`config.mk`:
```
export PLATFORM = sky130hd
export DESIGN_NAME = multicycle_ctrl
export DESIGN_NICKNAME = d
export VERILOG_FILES = /design/src/rtl/rv_ctrl_pkg.sv /design/src/rtl/rv_decode.sv /design/src/rtl/multicycle_ctrl.sv
export SDC_FILE = /design/constraint.sdc
export NUM_CORES = 1
export LEC_CHECK = 0
export ABC_AREA = 1
export BUFFER_PORTS_ARGS = -buffer_cell sky130_fd_sc_hd__buf_2
export CORE_ASPECT_RATIO = 0.7
export CORE_UTILIZATION = 53
export DETAILED_ROUTE_END_ITERATION = 16
export PLACE_DENSITY = 0.8
export SLEW_MARGIN = 5
export SYNTH_ARGS = -nofsm -noshare
export SYNTH_HDL_FRONTEND = slang
export SYNTH_SLANG_ARGS = --single-unit
```
`constraint.sdc`:
```
create_clock -name clk -period 1.55 [get_ports clk]
set_input_delay 0.155 -clock clk [delete_from_list [all_inputs] [get_ports clk]]
set_output_delay 0.155 -clock clk [all_outputs]
set_load 0.02 [all_outputs]
```
`src/rtl/rv_ctrl_pkg.sv`:
```
// rv_ctrl_pkg: shared state, opcode and control-select types for the multi-cycle RISC-V controller.
package rv_ctrl_pkg;
    typedef enum logic [2:0] {
        S_FETCH  = 3'd0,
        S_DECODE = 3'd1,
        S_EXEC   = 3'd2,
        S_WB     = 3'd3,
        S_FAULT  = 3'd4
    } ctrl_state_t;
    typedef enum logic {ADD = 1'b0, SUB = 1'b1} alu_op_t;
    typedef enum logic {IMM_I = 1'b0, IMM_B = 1'b1} imm_sel_t;
    localparam logic [6:0] OPC_OP_IMM = 7'b0010011;
    localparam logic [6:0] OPC_BRANCH = 7'b1100011;
    localparam logic [2:0] F3_ADDI = 3'b000;
    localparam logic [2:0] F3_BEQ = 3'b000;
    localparam logic [2:0] F3_BNE = 3'b001;
endpackage

```
`src/rtl/rv_decode.sv`:
```
// rv_decode: classifies the latched instruction into legal / branch / bne for the sequencer.
module rv_decode
    import rv_ctrl_pkg::*;
(
    input  logic [6:0] opcode,
    input  logic [2:0] funct3,
    output logic       legal,
    output logic       is_branch,
    output logic       is_bne
);
    assign is_bne = opcode == OPC_BRANCH && funct3 == F3_BNE;
    assign is_branch = is_bne || (opcode == OPC_BRANCH && funct3 == F3_BEQ);
    assign legal = is_branch || (opcode == OPC_OP_IMM && funct3 == F3_ADDI);
endmodule

```
`src/rtl/multicycle_ctrl.sv`:
```
// multicycle_ctrl: FETCH/DECODE/EXEC/WB sequencer with imem handshake, fault trap and retire counter.
module multicycle_ctrl
    import rv_ctrl_pkg::*;
#(
    parameter int FETCH_TIMEOUT = 15,
    parameter int CNT_W = 32
) (
    input  logic             clk,
    input  logic             rst,
    input  logic [6:0]       opcode,
    input  logic [2:0]       funct3,
    input  logic             eq,
    input  logic             imem_ack,
    output logic             imem_req,
    output logic             ir_en,
    output logic             pc_en,
    output logic             pc_src,
    output logic             reg_write,
    output logic             alu_ctrl,
    output logic             alu_src,
    output logic             imm_src,
    output logic             fault,
    output logic [2:0]       state,
    output logic [CNT_W-1:0] instret
);
    localparam int WT_W = FETCH_TIMEOUT > 2 ? $clog2(FETCH_TIMEOUT) : 1;
    ctrl_state_t state_q, state_d;
    logic [WT_W-1:0] wait_cnt;
    logic legal, is_branch, is_bne, retire, timeout;
    alu_op_t alu_op;
    imm_sel_t imm_sel;
    rv_decode u_dec (
        .opcode(opcode),
        .funct3(funct3),
        .legal(legal),
        .is_branch(is_branch),
        .is_bne(is_bne)
    );
    assign timeout = wait_cnt == WT_W'(FETCH_TIMEOUT - 1);
    assign alu_ctrl = alu_op;
    assign imm_src = imm_sel;
    assign state = state_q;
    assign fault = state_q == S_FAULT;
    always_comb begin
        state_d = S_FAULT;
        imem_req = 1'b0;
        ir_en = 1'b0;
        pc_en = 1'b0;
        pc_src = 1'b0;
        reg_write = 1'b0;
        alu_op = ADD;
        alu_src = 1'b0;
        imm_sel = IMM_I;
        retire = 1'b0;
        case (state_q)
            S_FETCH: begin
                imem_req = 1'b1;
                ir_en = imem_ack;
                state_d = imem_ack ? S_DECODE : timeout ? S_FAULT : S_FETCH;
            end
            S_DECODE: state_d = legal ? S_EXEC : S_FAULT;
            S_EXEC: begin
                alu_op = is_branch ? SUB : ADD;
                alu_src = !is_branch;
                imm_sel = is_branch ? IMM_B : IMM_I;
                pc_en = legal && is_branch;
                pc_src = pc_en && (eq ^ is_bne);
                retire = pc_en;
                state_d = !legal ? S_FAULT : is_branch ? S_FETCH : S_WB;
            end
            S_WB: begin
                reg_write = 1'b1;
                pc_en = 1'b1;
                alu_src = 1'b1;
                retire = 1'b1;
                state_d = S_FETCH;
            end
            default: state_d = S_FAULT;
        endcase
    end
    always_ff @(posedge clk) begin
        if (rst) begin
            state_q <= S_FETCH;
            wait_cnt <= '0;
            instret <= '0;
        end else begin
            state_q <= state_d;
            if (state_q == S_FETCH)
                wait_cnt <= (imem_ack || timeout) ? '0 : wait_cnt + WT_W'(1);
            if (retire)
                instret <= instret + CNT_W'(1);
        end
    end
endmodule
```
==> results of run 1 <==
## through the flow
step                util [%]  setup WS, ps  TNS (ps)  total power, µW  instances
floorplan                  -          72.4         0             1140        373
global placement        66.4           101         0             1200        482
detailed placement      66.4          38.0         0             1200        482
CTS                     71.7         -20.2     -39.1             1960        495
global route            77.3         -64.5      -305             2050        500
finish                  77.3          16.4         0             1980        500
## flip-flops by register name, summed over array words and instances (netlist names)
signal and count:
instret 32, state 3, wait_cnt 4
## worst max-delay path by stage
stage / from / endpoint / depth (start not counted) / slack [ps]
5_1_grt: state[1] / pc_src / 6 / -60
3_5_place_dp: instret[0] / instret[30] / 9 / 40
6_report: state[1] / pc_en / 6 / 20
2_1_floorplan: instret[0] / instret[22] / 10 / 70
3_3_place_gp: instret[0] / instret[26] / 8 / 100
4_1_cts: state[1] / pc_src / 6 / -20
## cell usage after synthesis (2+ instances only)
cell	instances	share of area, %
a31oi_1	4	1.1
nor2_4	3	1.5
buf_6	2	0.98
nand3_1	32	6.9
nor2_2	5	1.4
nor2_1	80	13
nand2_1	106	17
xnor2_1	3	1.1
xor2_1	2	0.76
o21ai_0	4	0.87
nor3_1	6	1.3
nand2_2	2	0.54
nand3_2	2	0.87
ha_1	3	1.6
dfxtp_1	39	34
buf_4	2	0.65
clkbuf_1	2	0.33
buf_2	3	0.65
inv_1	40	6.5
a21oi_1	16	3.5
nand4_1	8	2.2
## power groups by stage
stage	combinational, µW	clock, µW	sequential (µW)
2_1_floorplan	86.4	0	1050
3_3_place_gp	146	0	1050
3_5_place_dp	149	0	1050
4_1_cts	152	783	1030
5_1_grt	196	825	1030
6_report	176	783	1020
## cells in the final DEF (no fill, tap or decap), types with 2 or more instances in the layout
cell type / synthesis / final
nor3_1: 6 / 5
a21oi_1: 16 / 16
nand3_4: 0 / 2
ha_1: 3 / 2
buf_12: 0 / 2
nor3_2: 1 / 2
nor2_2: 5 / 7
dfxtp_4: 0 / 2
nand2_1: 106 / 104
nor2_1: 80 / 69
xor2_1: 2 / 2
dfxtp_2: 0 / 8
xnor2_1: 3 / 3
clkbuf_16: 0 / 2
nor2_4: 3 / 12
buf_16: 0 / 2
nand3_2: 2 / 2
inv_2: 1 / 4
inv_1: 40 / 37
dfxtp_1: 39 / 29
buf_2: 3 / 51
nand2_2: 2 / 3
nand3_1: 32 / 30
nand4_1: 8 / 8
clkbuf_8: 0 / 7
buf_6: 2 / 7
o21ai_1: 0 / 2
buf_4: 2 / 11
o21ai_0: 4 / 2
a31oi_1: 4 / 4
## cells by family (layout without fill, tap and decap cells)
| logic type | count (synthesis) | count (layout) | share of synthesized area (%) |
|---|---|---|---|
| AO/OA/AOI/OAI | 26 | 26 | 6.07 |
| AND/OR/NAND/NOR | 250 | 250 | 47.3 |
| buffers and inverters | 50 | 125 | 9.27 |
| adder cells (fa/ha/maj) | 3 | 3 | 1.63 |
| XOR/XNOR | 5 | 5 | 1.90 |
| flip-flops | 39 | 39 | 33.8 |
## per-layer routing
metal | GRT usage (%) | vias to the layer above | routed length [µm]
met2 | 43.1 | 149 | 3000
met5 | 0 | - | 0
li1 | - | 1325 | -
met1 | 39.2 | 1202 | 2850
met4 | 7.91 | 0 | 103
met3 | 7.04 | 16 | 654
## final cells by class
| cell class | count | area, µm² | area share, % |
|---|---|---|---|
| well taps | 52 | 65.1 | 2.08 |
| multi-input cells | 284 | 1430 | 45.7 |
| clock buffers | 7 | 96.3 | 3.08 |
| repair buffers | 76 | 577 | 18.5 |
| clock inverters | 1 | 7.51 | 0.240 |
| inverters | 41 | 154 | 4.92 |
| flip-flops and latches | 39 | 798 | 25.5 |
## timing repair
| item | CTS | global route |
|---|---|---|
| buffers inserted | 3 | 3 |
| endpoints found under the setup margin | 1 | 37 |
| gates resized for setup | 9 | 51 |
| cloned | 2 | 2 |
| pin swaps | 3 | 9 |
| hold endpoints to repair | 0 | 0 |
==> metrics.txt, run 1 <==
synth-to-layout area growth=35.5%; cts-stage hold buffer count=0; post-route DRC violation count=0; Post-Syn Area=2310 µm²; post-route design area=3130 µm²; IO Port Bufs=57; sequential power share=51.7%; max incr delay on CP=340 ps; Seq cells post-synth=39; Synth Warn #=0; Switching Share=24.9%; Final min period=1530 ps; CP cell instances=inv_2, nor3_4, nand3_2, nand2_4, buf_12, buf_8; hold path depth=2; Clk pwr share=39.5%; Die W=80.9 µm; LEAKAGE=around 0.0014 µW; crit path launch type=flip-flop; Nets=464; layout cells sized above 1=between 20% and 30%; TritonRoute pass-1 iters=6; # IOs=58; CTS tree=built; CTS clk-pin slew, worst paths=around 70 ps; Setup Skew=~11 ps; chip height=about 57 µm; CP Data Arrival Time=1380 ps; CTS Buffer Depth=2; Buf/Inv on CP=3; fill count=312; combinational share of power=under 10%; Worst Hold Path EP=state[2]; FFs w/ async S/R, synth=0%; RSZ-0062 raised after global routing=true; CTS root buf=clkbuf_8; worst-margin pin slew=320 ps; Final setup violation count=0; initial antenna violation count=0; vias in the first global route=2181; Seq/Total Area, Yosys=roughly a third; initial cell density of the core=approximately 57%; final WL=6620 µm; status=finished clean; first-pass GRT wire length=between 9000 and 10000 µm; crit end category=output port; Synth cell types=30; Mapped Avg Cell Area=6.19 µm²; Crit Path Class=reg2out; drt first-iter violations=277; switching pwr=494 µW; Final Hold Viols=0; number of synthesized flops with an enable pin=0; worst vdd ir=0.498 mV; worst r2r dst=instret[17]; Clock Latency Late Sink=approximately 300 ps; CTS Buf Count=5; ys flop type=dfxtp_1; Max-Cap Viols=0; die area=4630 µm²; hold slack final=104 ps; core area=4040 µm²; R2R depth=8; Vias/cell=5.38; global route overflow=0; gpl congestion=0.843; Final period util=98.9%; detailed placement HPWL=4210 µm; Worst R2R Setup Slack=30 ps; largest net degree at the start of global routing=26; Reg-to-Reg Start=instret[3]; Max Fclk=~0.65 GHz; ant diodes=0; wire per inst=13.2 µm; Mapped Cells=373; type of the most critical hold path=in2reg; Post-DP Area=2680 µm²; CTS sink count=39; Int Pwr=1490 µW; worst-path maximum fanout=7; CP top delay family=simple AND/OR/NAND/NOR gates; H-tree depth=2; cell area power density=roughly 630 nW/µm²; row cnt=19; Critical-path top delay cell=dfxtp_2; antenna viol nets, final=0; vias=between 2000 and 3000; Net Count, Synth=between 300 and 400; WP data required=1390 ps; min-delay src=rst; GR Util All Layers=28.1%; Final Max Slew Viols=0; relative max-transition margin=78.7%
Power figures use the tool's default switching activity.
==> run 2: changes to the inputs <==
--- a/config.mk
+++ b/config.mk
@@ -7,10 +7,12 @@
 export LEC_CHECK = 0
 export ABC_AREA = 1
 export BUFFER_PORTS_ARGS = -buffer_cell sky130_fd_sc_hd__buf_2
+export CAP_MARGIN = 20
 export CORE_ASPECT_RATIO = 0.7
 export CORE_UTILIZATION = 53
 export DETAILED_ROUTE_END_ITERATION = 16
 export PLACE_DENSITY = 0.8
+export REMOVE_ABC_BUFFERS = 1
 export SLEW_MARGIN = 5
 export SYNTH_ARGS = -nofsm -noshare
 export SYNTH_HDL_FRONTEND = slang
==> run 2 against run 1 <==
Against the previous run: register-to-register slack hardly changed; critical endpoint is now instret[8]; sequential share of layout area is 0.57 points higher; combinational power is 13% lower; setup slack better by 27 ps; highest routed layer unchanged; clock power is 13% higher; die area stayed put; routed wire length is 7.9% lower.
==> metrics.txt, run 2 (synthesis results as in run 1) <==
max reg flops=32 (unchanged); CTS clk-pin slew, worst paths=80 ps (about the same); final WL=6090 µm (-7.9%); wire per inst=12.2 µm (-7.9%); Core Util, Final=75.4% (-1.9 points); commonest non-fill, non-tap cell in the layout=nand2_1; worst-margin pin slew=374 ps (+54.5 ps); row cnt=19 (unchanged); CTS Buf Count=5 (unchanged); Max-Cap Viols=0 (unchanged); Setup Skew=6.44 ps (-4.44 ps); type of the most critical hold path=in2reg; worst-path maximum fanout=11 (+4); Final min period=1510 ps (-27.1 ps); Max Fclk=0.664 GHz (+1.8%); CTS sink count=39 (unchanged); Final Max Slew Viols=0 (unchanged); vias in the first global route=2172 (-0.41%); Final Hold Viols=0 (unchanged); fin cells=500 (unchanged); first-pass GRT wire length=9520 µm (-4.0%); Final WS setup=43.5 ps (+27.1 ps); Post-DP Area=2710 µm² (+0.84%); crit end category=flip-flop; register with the highest flop count=instret; post-route design area=3050 µm² (-2.5%); layout cells sized above 1=27.9% (-1.1 points); TritonRoute pass-1 iters=4 (-2); chip height=57.2 µm (unchanged); detailed placement HPWL=4190 µm (-0.51%); Die W=80.9 µm (unchanged); Crit Path Class=reg2reg; Nets=464 (unchanged); synth-to-layout area growth=32.1%; H-tree depth=2 (unchanged); Final setup violation count=0 (unchanged); cts-stage hold buffer count=0 (unchanged); LEAKAGE=0.00138 µW (+0.27%); IO Port Bufs=57 (unchanged); antenna viol nets, final=0 (unchanged); cell area power density=677 nW/µm² (+6.8%); Vias/cell=5.08 (-5.6%); core area=4040 µm² (unchanged); initial cell density of the core=57.1% (unchanged); initial antenna violation count=0 (unchanged); WP data required=1770 ps (+380 ps); relative max-transition margin=75.0% (-3.6 points); Clock Latency Late Sink=290 ps (about the same); drt first-iter violations=285 (+2.9%); vias=2542 (-5.6%); CTS tree=built; CTS Buffer Depth=2 (unchanged); ant diodes=0 (unchanged); CP Data Arrival Time=1730 ps (+350 ps); Final period util=97.2% (-1.8 points); worst slack, placed=46.3 ps (+8.31 ps); fill count=335 (+7.4%); RSZ-0062 raised after global routing=true; status=finished clean; post-route DRC violation count=0 (unchanged); global route overflow=0 (unchanged); die area=4630 µm² (unchanged); largest net degree at the start of global routing=29 (+12%); Setup Total Neg Slack=0 ps (unchanged); worst vdd ir=0.584 mV (+17%); gpl congestion=0.915 (+8.5%); most frequent cells in the layout=105 x nand2_1, 71 x nor2_1, 52 x buf_2; CTS root buf=clkbuf_8; Placed Cells=484 (+0.41%); GR Util All Layers=26.3% (-1.9 points); # IOs=58 (unchanged); crit path launch type=flip-flop
==> run 2: changes by cell type in the layout (fill, tap and decap cells not counted), sizes merged <==
cell,change
bufinv,+1
clkinv,+1
bufbuf,+1
clkbuf,-2
clkinvlp,-1
==> run 2: routing by layer <==
| metal | global-route usage, % | wire length (µm) | vias to the layer above |
|---|---|---|---|
| met5 | 0 | 0 | - |
| met3 | 5.44 | 436 | 2 |
| met2 | 39.4 | 2630 | 90 |
| met1 | 39.0 | 3010 | 1132 |
| li1 | - | - | 1318 |
| met4 | 4.59 | 15 | 0 |
==> run 2: final timing paths <==
path / from / end / slack, ps / cells after the start
worst min-delay path: rst / instret[13] / 130 / 2
worst min register to register: instret[0] / instret[0] / 480 / 1
worst max register to register: state[0] / instret[8] / 40 / 7
worst max-delay path: state[0] / instret[8] / 40 / 7
==> run 2: cell type report <==
class                   count  area (µm²)  area share [%]
flip-flops and latches     39         796            26.1
clock inverters             2        35.0            1.15
clock buffers               6        82.6            2.71
well taps                  52        65.1            2.13
multi-input cells         284        1380            45.3
inverters                  41         154            5.05
repair buffers             76         534            17.5
==> run 2: power by group <==
part	leakage [µW]	switching, µW	internal (µW)
Sequential	0.000320	13.9	1010
Clock	0.0000612	364	521
Combinational	0.00100	92.3	61.1
==> run 2: stage by stage <==
stage	hold WS, ps	total power (µW)
finish	131	2060
global route	132	2140
CTS	116	2070
detailed placement	420	1200
global placement	422	1190
floorplan	224	1140
==> run 2: timing repair <==
action                     in CTS  in global routing
pin swaps                       3                  4
setup buffers                   4                  2
hold endpoints to repair        0                  0
setup endpoints to repair       1                 31
resized for setup               4                 39
gates cloned                    1                  1
==> run 2: critical path, stage by stage (launching register included) <==
cell,delay (ps)
dfxtp_4,370
nor3_4,210
nand3_2,140
nand2_4,100
buf_6,140
bufbuf_16,270
a31oi_1,90
nor2_1,130
==> run 3: changes to the inputs <==
--- a/config.mk
+++ b/config.mk
@@ -9,10 +9,11 @@
 export BUFFER_PORTS_ARGS = -buffer_cell sky130_fd_sc_hd__buf_2
 export CAP_MARGIN = 20
 export CORE_ASPECT_RATIO = 0.7
-export CORE_UTILIZATION = 53
+export CORE_UTILIZATION = 55
 export DETAILED_ROUTE_END_ITERATION = 16
-export PLACE_DENSITY = 0.8
+export PLACE_DENSITY = 0.82
 export REMOVE_ABC_BUFFERS = 1
+export SETUP_SLACK_MARGIN = 0.05
 export SLEW_MARGIN = 5
 export SYNTH_ARGS = -nofsm -noshare
 export SYNTH_HDL_FRONTEND = slang
==> constraint.sdc (replaced) <==
create_clock -name clk -period 1.9 [get_ports clk]
set_input_delay 0.19 -clock clk [delete_from_list [all_inputs] [get_ports clk]]
set_output_delay 0.19 -clock clk [all_outputs]
set_load 0.02 [all_outputs]
==> run 3 against run 2 <==
Against the previous run: cell count shrank 3.2%; first-iteration DRC count down 20%; routed wire length decreased by 6.4%; cell area decreased by 9.5%; sequential power is 18% lower; via count fell by 0.43%; largest cell class unchanged; register-to-register slack better by 230 ps; non-clock buffer count is 16 lower; total power decreased by 24%; hold slack better by 30 ps; global-route usage is 0.063 points higher; sequential cell count did not move.
==> metrics.txt, run 3 (synthesis results as in run 1) <==
worst-margin pin slew=566 ps (+192 ps); CP cell instances=nor3_4, nand3_2, nand2_2, buf_12, buf_2; LEAKAGE=0.00127 µW (-8.4%); CTS root buf=clkbuf_8; Die W=79.4 µm (-1.8%); CP Data Arrival Time=1560 ps (-170 ps); Max-Cap Viols=0 (unchanged); gpl congestion=0.894 (-2.2%); IO Port Bufs=57 (unchanged); relative max-transition margin=62.2% (-13 points); Switching Share=23.2% (+0.42 points); CTS Buf Count=5 (unchanged); Reg-to-Reg Start=instret[1]; cts repair resizes=0 (-4); layout cells sized above 1=19.9% (-8.0 points); detailed placement HPWL=4130 µm (-1.2%); CTS sink count=39 (unchanged); Final Hold Viols=0 (unchanged); first-pass GRT wire length=9270 µm (-2.7%); max incr delay on CP=380 ps (about the same); worst vdd ir=0.392 mV (-33%); Placed Cells=475 (-1.9%); H-tree depth=2 (unchanged); crit path launch type=flip-flop; total chip power=1560 µW (-24%); Final setup violation count=0 (unchanged); CP top delay family=simple AND/OR/NAND/NOR gates; ant diodes=0 (unchanged); Max Fclk=0.572 GHz; sequential power share=53.8% (+4.1 points); max reg flops=32 (unchanged); type of the most critical hold path=in2reg; # IOs=58 (unchanged); worst-path maximum fanout=25 (+14); Clk pwr share=38.8% (-4.1 points); crit end category=output port; initial antenna violation count=0 (unchanged); vias=2531 (-0.43%); Int Pwr=1200 µW (-25%); Vias/cell=5.23 (+2.9%); Crit Path Class=reg2out; synth-to-layout area growth=19.6%; fin cells=484 (-3.2%); Critical-path top delay cell=dfxtp_1; drt first-iter violations=227 (-20%); CTS clk-pin slew, worst paths=70 ps (about the same); Final period util=92.0%; highest routing layer actually used=met4; Final min period=1750 ps; cts-stage hold buffer count=0 (unchanged); CTS Buffer Depth=2 (unchanged); die area=4460 µm² (-3.5%); antenna viol nets, final=0 (unchanged); vias in the first global route=2096 (-3.5%); min-delay src=rst; cell area power density=567 nW/µm² (-16%); commonest non-fill, non-tap cell in the layout=nand2_1; Setup Total Neg Slack=0 ps (unchanged); RSZ-0062 raised after global routing=false; metal2 WL=2400 µm (-8.6%); Met3 Wirelength=464 µm (+6.4%); Clock Latency Late Sink=290 ps (about the same); GR Util All Layers=26.3% (+0.063 points); fill count=363 (+8.4%); TritonRoute pass-1 iters=5 (+1); core area=3970 µm² (-1.8%); initial cell density of the core=58.1% (+1.0 points); Nets=448 (-3.4%); WP data required=1710 ps (-60 ps); post-route DRC violation count=0 (unchanged); combinational share of power=7.4% (about the same); CP startpoint=state[0]; register with the highest flop count=instret; Final Max Slew Viols=0 (unchanged); setup bufs post-CTS=0 (-4); Buf/Inv on CP=2 (unchanged); chip height=56.2 µm (-1.8%); largest net degree at the start of global routing=51 (+76%); wire per inst=11.8 µm (-3.3%); row cnt=19 (unchanged); most frequent cells in the layout=106 x nand2_1, 80 x nor2_1, 57 x buf_2; switching pwr=363 µW (-23%); Setup Skew=7.45 ps (+1.01 ps); CTS tree=built; global route overflow=0 (unchanged); status=finished clean; final WL=5700 µm (-6.4%); Met1 Wirelength=2810 µm (-6.9%)
-- run 3: worst paths after layout --
kind | endpoint | slack [ps] | cells past startpoint
setup / recovery | pc_en | 150 | 5
setup reg to reg | instret[24] | 270 | 9
hold / removal | state[2] | 160 | 2
hold reg to reg | instret[0] | 510 | 1
-- run 3: power groups by stage --
stage               sequential (µW)  combinational, µW  clock [µW]
floorplan                       860               67.4           0
global placement                857                111           0
detailed placement              858                114           0
CTS                             839                115         619
global route                    843                127         651
finish                          841                116         607
-- run 3: routing by layer --
metal / up-vias / GRT usage (%)
met5: - / 0
met4: 0 / 6.23
met3: 4 / 6.07
met2: 114 / 40.6
met1: 1117 / 37.1
li1: 1296 / -
-- run 3: final cells by class --
class	count	area, µm²	share of cell area, %
Inverter	41	154	5.58
Timing Repair Buffer	60	338	12.2
Tap cell	52	65.1	2.36
Clock buffer	8	100	3.63
Sequential cell	39	785	28.4
Multi-Input combinational cell	284	1320	47.8
-- run 3: per-stage QoR --
step / area [µm²] / setup WS, ps / hold slack, ps / util, %
finish: 2760 / 151 / 161 / 69.5
global placement: 2630 / 362 / 457 / 66.1
CTS: 2730 / 110 / 152 / 68.6
global route: 2760 / 69.3 / 157 / 69.5
floorplan: 2250 / 79.6 / 259 / -
detailed placement: 2630 / 268 / 460 / 66.1
